--- src/rtl/branch_direction_predictor.sv ---
// ---------------------------------------------------------------------------
// branch_direction_predictor
//
// Gshare direction predictor for the dual-issue fetch front end. A table of
// 2-bit saturating counters is indexed by (slot_pc[INDEX_BITS+1:2] ^ GHR).
// The prediction for the selected slot is combinational from the current
// state and feeds the PC control unit in the same cycle.
//
// Ports:
//   clk, rst_n             clock, asynchronous active-low reset
//   pc                     fetch-pair PC (slot1 = pc, slot2 = pc + 4)
//   is_branch1/is_branch2  per-slot conditional-branch decode
//   stall, nop2            front end frozen / fetch pair is a bubble
//   branch_predict_result  predicted-taken for the selected slot
//   pred_ghr               GHR used for this cycle's prediction
//   update_*               training from a resolved branch in execute
//   recover_*              GHR repair on misprediction flush
// ---------------------------------------------------------------------------
module branch_direction_predictor #(
    parameter int INDEX_BITS = 6,
    parameter int GHR_BITS   = 6
) (
    input  logic                clk,
    input  logic                rst_n,
    input  logic [31:0]         pc,
    input  logic                is_branch1,
    input  logic                is_branch2,
    input  logic                stall,
    input  logic                nop2,
    output logic                branch_predict_result,
    output logic [GHR_BITS-1:0] pred_ghr,
    input  logic                update_en,
    input  logic [31:0]         update_pc,
    input  logic [GHR_BITS-1:0] update_ghr,
    input  logic                update_taken,
    input  logic                recover_en,
    input  logic [GHR_BITS-1:0] recover_ghr,
    input  logic                recover_taken
);

    localparam int DEPTH = 1 << INDEX_BITS;

    // Register array (not SRAM) so the asynchronous reset reaches every entry.
    logic [1:0]            ctr_q [DEPTH];
    logic [GHR_BITS-1:0]   ghr_q;

    logic [31:0]           pc2;
    logic [INDEX_BITS-1:0] ghr_ext;
    logic [INDEX_BITS-1:0] upd_ghr_ext;
    logic [INDEX_BITS-1:0] idx1;
    logic [INDEX_BITS-1:0] idx2;
    logic [INDEX_BITS-1:0] upd_idx;
    logic [1:0]            upd_cur;
    logic [1:0]            upd_next;
    logic                  pred;
    logic                  advance;

    // Slot2 address wraps at 32 bits.
    assign pc2         = pc + 32'd4;
    assign ghr_ext     = INDEX_BITS'(ghr_q);
    assign upd_ghr_ext = INDEX_BITS'(update_ghr);
    assign idx1        = pc[INDEX_BITS+1:2] ^ ghr_ext;
    assign idx2        = pc2[INDEX_BITS+1:2] ^ ghr_ext;
    assign upd_idx     = update_pc[INDEX_BITS+1:2] ^ upd_ghr_ext;

    // Slot selection mirrors the PC control unit: slot1 branch wins.
    always_comb begin
        pred = 1'b0;
        if (is_branch1) begin
            pred = ctr_q[idx1][1];
        end else if (is_branch2) begin
            pred = ctr_q[idx2][1];
        end
    end

    assign branch_predict_result = pred;
    assign pred_ghr              = ghr_q;
    assign advance               = !stall && !nop2;

    // Recovery outranks the speculative shift; at most one history bit per cycle.
    always_ff @(posedge clk or negedge rst_n) begin
        if (!rst_n) begin
            ghr_q <= '0;
        end else if (recover_en) begin
            ghr_q <= {recover_ghr[GHR_BITS-2:0], recover_taken};
        end else if (advance && (is_branch1 || is_branch2)) begin
            ghr_q <= {ghr_q[GHR_BITS-2:0], pred};
        end
    end

    // Saturating step for the trained entry.
    assign upd_cur = ctr_q[upd_idx];

    always_comb begin
        upd_next = upd_cur;
        if (update_taken) begin
            if (upd_cur != 2'b11) upd_next = upd_cur + 2'b01;
        end else begin
            if (upd_cur != 2'b00) upd_next = upd_cur - 2'b01;
        end
    end

    // Training is independent of stall/nop2/recover. A same-cycle read of the
    // trained entry sees the old value; the new one is visible next cycle.
    always_ff @(posedge clk or negedge rst_n) begin
        if (!rst_n) begin
            for (int i = 0; i < DEPTH; i++) begin
                ctr_q[i] <= 2'b01;
            end
        end else if (update_en) begin
            ctr_q[upd_idx] <= upd_next;
        end
    end

    // Address bits outside the index field carry no meaning here.
    logic unused_bits;
    assign unused_bits = ^{pc2[31:INDEX_BITS+2], pc2[1:0],
                           update_pc[31:INDEX_BITS+2], update_pc[1:0]};

endmodule

--- config.mk ---
export PLATFORM = sky130hd
export DESIGN_NAME = branch_direction_predictor
export DESIGN_NICKNAME = d
export VERILOG_FILES = /design/src/rtl/branch_direction_predictor.sv
export SDC_FILE = /design/constraint.sdc
export NUM_CORES = 1
export LEC_CHECK = 0
export ABC_CLOCK_PERIOD_IN_PS = 14300
export CAP_MARGIN = 25
export CORE_MARGIN = 4
export CORE_UTILIZATION = 61
export CTS_CLUSTER_DIAMETER = 100
export CTS_CLUSTER_SIZE = 10
export DETAILED_ROUTE_END_ITERATION = 8
export PLACE_DENSITY = 0.86
export SLEW_MARGIN = 20
export SYNTH_ARGS = -nofsm -noshare
export SYNTH_HDL_FRONTEND = slang
export SYNTH_SLANG_ARGS = --single-unit
--- constraint.sdc ---
create_clock -name clk -period 14.3 [get_ports clk]
set_input_delay 2.86 -clock clk [delete_from_list [all_inputs] [get_ports clk]]
set_output_delay 2.86 -clock clk [all_outputs]
set_load 0.01 [all_outputs]
# Yosys cells after proc, flatten, opt, wreduce, memory -nomap -nowiden
# Cells that the tools add are included.
# word_totals
ff_bits,134
latchBits,0
mem_bits_rw,0
romBits,0
input_bits,86
output_inout_bits,7
wordCells,106
n_memories,0
# op_classes
n_addsub,3
multipliers,0
n_div,0
magnitude_cmp,4
n_eq_ne,1
shift,0
mux,19
bitwise,6
n_reduce_logical,8
# op_table
cell,n
$bwmux W128,1
$bmux W2 S6,3
$ge A7 B7 Y1 const B,3
$not A6 Y7,3
$mux W2,10
$xor A6 B6 Y6,3
$demux W2 S6,1
$mux W6,2
$add A8 B3 Y8 const B,1
$lt A7 B1 Y1 const B,1
$reduce_bool A2 Y1,2
$logic_and A1 B1 Y1,3
$add A2 B1 Y2 const B,1
$logic_not A1 Y1,2
$mux W1,2
$ne A2 B2 Y1 const B,1
$sub A2 B1 Y2 const B,1
$logic_or A1 B1 Y1,1

# Longest topological paths before layout
# depth
depth_word,10
mapped_depth,12
mapped_depth_nobuf,9

# Worst setup path before layout
# OpenSTA, ideal clock, no wires.
# synth_timing
path_kind,input port to output port
start,input port pc[2]
end,output port branch_predict_result
arrival_ns,5.639
required_ns,11.440
path_slack_ns,5.801
stages,9
path_buffers,1
cell_sequence,ha_1 -> xor2_1 -> buf_2 -> mux4_2 -> nand2_1 -> nand3_1 -> a21oi_1 -> o22ai_1 -> or4_1
# synth_via
elab_chain_len,8
elab_cells_between_ends,13
cone_classes,add/sub (1); mux (8); bitwise (4)
# synth_lines
element,line_no,text
start: declaration,25,"input logic [31:0] pc,"
$add A8 B3 Y8,59,assign pc2 = pc + 32'd4;
$xor A6 B6 Y6,63,assign idx2 = pc2[INDEX_BITS+1:2] ^ ghr_ext;
$not A6 Y7 (implied by the code),72,pred = ctr_q[idx2][1];
$bmux W2 S6,72,
$mux W2 (implied by the code) (2 in series),72,
$mux W1,71,end else if (is_branch2) begin
$mux W1 (*),69,if (is_branch1) begin
end: declaration,30,"output logic branch_predict_result,"
# Every way passes the cells marked *; elsewhere a longest branch is shown, timed or not. The select of a mux whose other input is x is not followed.

# Worst setup path after layout
# Same ends and word-level chain as after synthesis.

==> results_dict.tcl <==
set metrics [dict create \
    antenna_cells 0 \
    num_rows 40 \
    syn_nets 876 \
    cts_tree "yes" \
    critical_path_required_ns 11.44 \
    power_w 0.00146 \
    nets 912 \
    synth_simple_gate_area_share_pct 16.6 \
    status "complete, no violations" \
    cts_resized 0 \
    synthCells 789 \
    cp.arrival_ns 6.67 \
    vdd_drop_max_uv 91.2 \
    pre_cts_ws_ns 4.78 \
    yosys.area_share.adder_pct 0.445 \
    via_count 6704 \
    cts_max_path_buffers 2 \
    clk_pin_slew_ns 0.06 \
    htreeDepth 4 \
    critPathMaxFanout 16 \
    syn-cell-area_um2 7590 \
    die_w_um 120 \
    hold_class "register to register" \
    stdcell_count 1006 \
    area_delta_synth_final_pct 15.8 \
    grt_usage_pct 31.3 \
    hp-start "ctr_q[42]" \
    drt_wl_total_mm 21.6 \
    synth-edff-count 0 \
    finClkSkew_ns 0.00608 \
    numPortBuffers 39 \
    timing.final.crit_share_pct 66.6 \
    grt_pass1_wl_mm 34.6 \
    setup_viol 0 \
    yosys_warnings 0 \
    cts_setup_buffers 0 \
    synth_area_leaders "dfrtp_1, dfstp_2, mux4_2, nand2_1, o21ai_1" \
    synth_top_family_by_area "simple AND/OR/NAND/NOR gates" \
    gp_congestion 0.946 \
    root_buffer "clkbuf_16" \
    cap_violations 0 \
    fin_ws_ns 4.77 \
    die-area_um2 14300 \
    hpwl_mm 14.3 \
    grt_max_degree 74 \
    synthMostInstantiatedCell "nand2_1" \
    crit_start "pc[2]" \
    synth_compound_area_share_pct 15.8 \
    finalMaxSlewViolations 0 \
    relSlewSlack_pct 26.1 \
    wl_per_cell_um 21.5 \
    clkSinkCount 134 \
    synth_xor_area_share_pct 3.28 \
    end_kind "output port" \
    drtAntennaViolNets 0 \
    synth_cell_types 49 \
    synth.top_cell.area_share_pct 23.1 \
    p_leak_nw 3.44 \
    drtPass1Iterations 7 \
    ys_seq_area_share_pct 45.3 \
    cts_hold_repair.buffers 0 \
    dp.cells 974 \
    drt-initial-drc-count 945 \
    synth-seq-cells 134 \
    tightest_slew_ns 1.10 \
    initial_utilization_pct 62.6 \
    reg2reg_from "pred_ghr[2]" \
    synth_ff_type "dfrtp_1" \
    rsz0062_at_grt "false" \
    finalWorstPathRequiredPeriod_ns 9.53 \
    fmax_mhz 105 \
    finalHoldViolCount 0 \
    die_h_um 120 \
    via_per_inst 6.66 \
    fin_tns_setup_ns 0 \
    final_layout_size_suffix_gt1_share_pct 20.4 \
    worstSkewPairLatency_ns 0.42 \
    power.density_nw_per_um2 166 \
    cp-start-kind "input port" \
    numCtsBuffers 17 \
    criticalPathCategory "input port to output port" \
    yosys-top-cells-count "nand2_1, o21ai_1, dfrtp_1, dfstp_2, o21ai_0" \
    io_pins 93 \
    grt_pass1_vias 6700 \
    grt-ovfl-total 0 \
    drcViolationCount 0 \
    holdWs_ns 0.463 \
    core_area_um2 12100 \
    yosysTopAreaCell "dfrtp_1" \
    muxShareOfSynthArea_pct 15.9 \
    antenna_found_initial 0 \
    syn-mean-instance-area_um2 9.61 \
    fill_cells 819 \
    async_flop_share_pct 100 \
]
sequential cells by signal, indices dropped and copies added (netlist names):
register / count
ctr_q: 128
pred_ghr: 6
cells in the final DEF, fill, tap and decap left out, types with 4 or more instances in the layout:
cell type | synthesis | final
dfrtp_1 | 70 | 70
nand2_1 | 240 | 240
buf_4 | 2 | 12
clkdlybuf4s50_1 | 0 | 38
a311oi_1 | 6 | 6
a221oi_1 | 6 | 6
o22ai_1 | 7 | 7
nor3_1 | 15 | 14
o21ai_1 | 80 | 80
o21ai_0 | 64 | 64
nor2_1 | 34 | 34
nand3_1 | 11 | 11
o221ai_1 | 6 | 6
mux4_2 | 41 | 41
xor2_1 | 11 | 6
clkbuf_16 | 0 | 17
clkinvlp_4 | 0 | 4
a22oi_1 | 8 | 8
mux2i_1 | 18 | 18
xor2_2 | 1 | 6
a31oi_1 | 9 | 9
mux2_2 | 7 | 7
a22o_1 | 5 | 5
dfstp_2 | 64 | 64
xnor2_1 | 13 | 10
clkbuf_8 | 0 | 4
worst max-delay path, cell delays in order:
cell	delay (ns)
clkdlybuf4s50_1	0.53
ha_1	0.29
xnor3_1	0.86
mux4_2	0.41
nand2_1	0.09
nand2_1	0.07
o311ai_0	0.35
o22ai_1	0.12
or4_1	0.57
clkdlybuf4s50_1	0.51
logic make-up (layout without fill, tap and decap cells):
| logic type | count (synthesis) | in the layout |
|---|---|---|
| simple gates | 315 | 315 |
| fa+ha+maj | 3 | 3 |
| mux | 68 | 68 |
| flops | 134 | 134 |
| buf+inv | 37 | 86 |
| compound gates | 206 | 206 |
| xor+xnor | 26 | 26 |
layer usage:
metal	vias to the layer above	wire [µm]	track usage [%]
li1	2947	-	-
met1	3204	8260	41.7
met2	452	9870	46.6
met3	101	2420	9.05
met4	0	1040	16.8
met5	-	0	0
path summary, 6_finish.rpt:
path	end	slack (ns)	depth (start not counted)
worst max-delay path	branch_predict_result	4.77	10
worst min-delay path	ctr_q[42]	0.46	2
worst max register to register	pred_ghr[0]	10.96	8
worst min register to register	ctr_q[42]	0.46	2
max in group asynchronous	ctr_q[19]	10.39	2
min in group asynchronous	ctr_q[5]	2.50	1
area by class of cell:
type,count,area (µm²),area share [%]
clock inverter,11,148,1.68
multi-input combinational,618,4020,45.7
inverter,2,7.51,0.0854
sequential,134,3430,39.1
tap,168,210,2.39
timing repair buffer,52,490,5.58
clock buffer,21,480,5.47
power breakdown:
part           switching (W)  leakage (nW)  internal (W)
clock network       0.000165         0.297      0.000292
registers          0.0000887          1.61      0.000525
logic               0.000216          1.53      0.000169
metrics by stage:
stage	utilization, %	instance area (µm²)
after floorplan	-	7590
after global placement	67.1	8120
after detailed placement	67.3	8150
after CTS	72.5	8780
after global routing	72.5	8790
final	72.5	8790
Power figures use the tool's default switching activity.
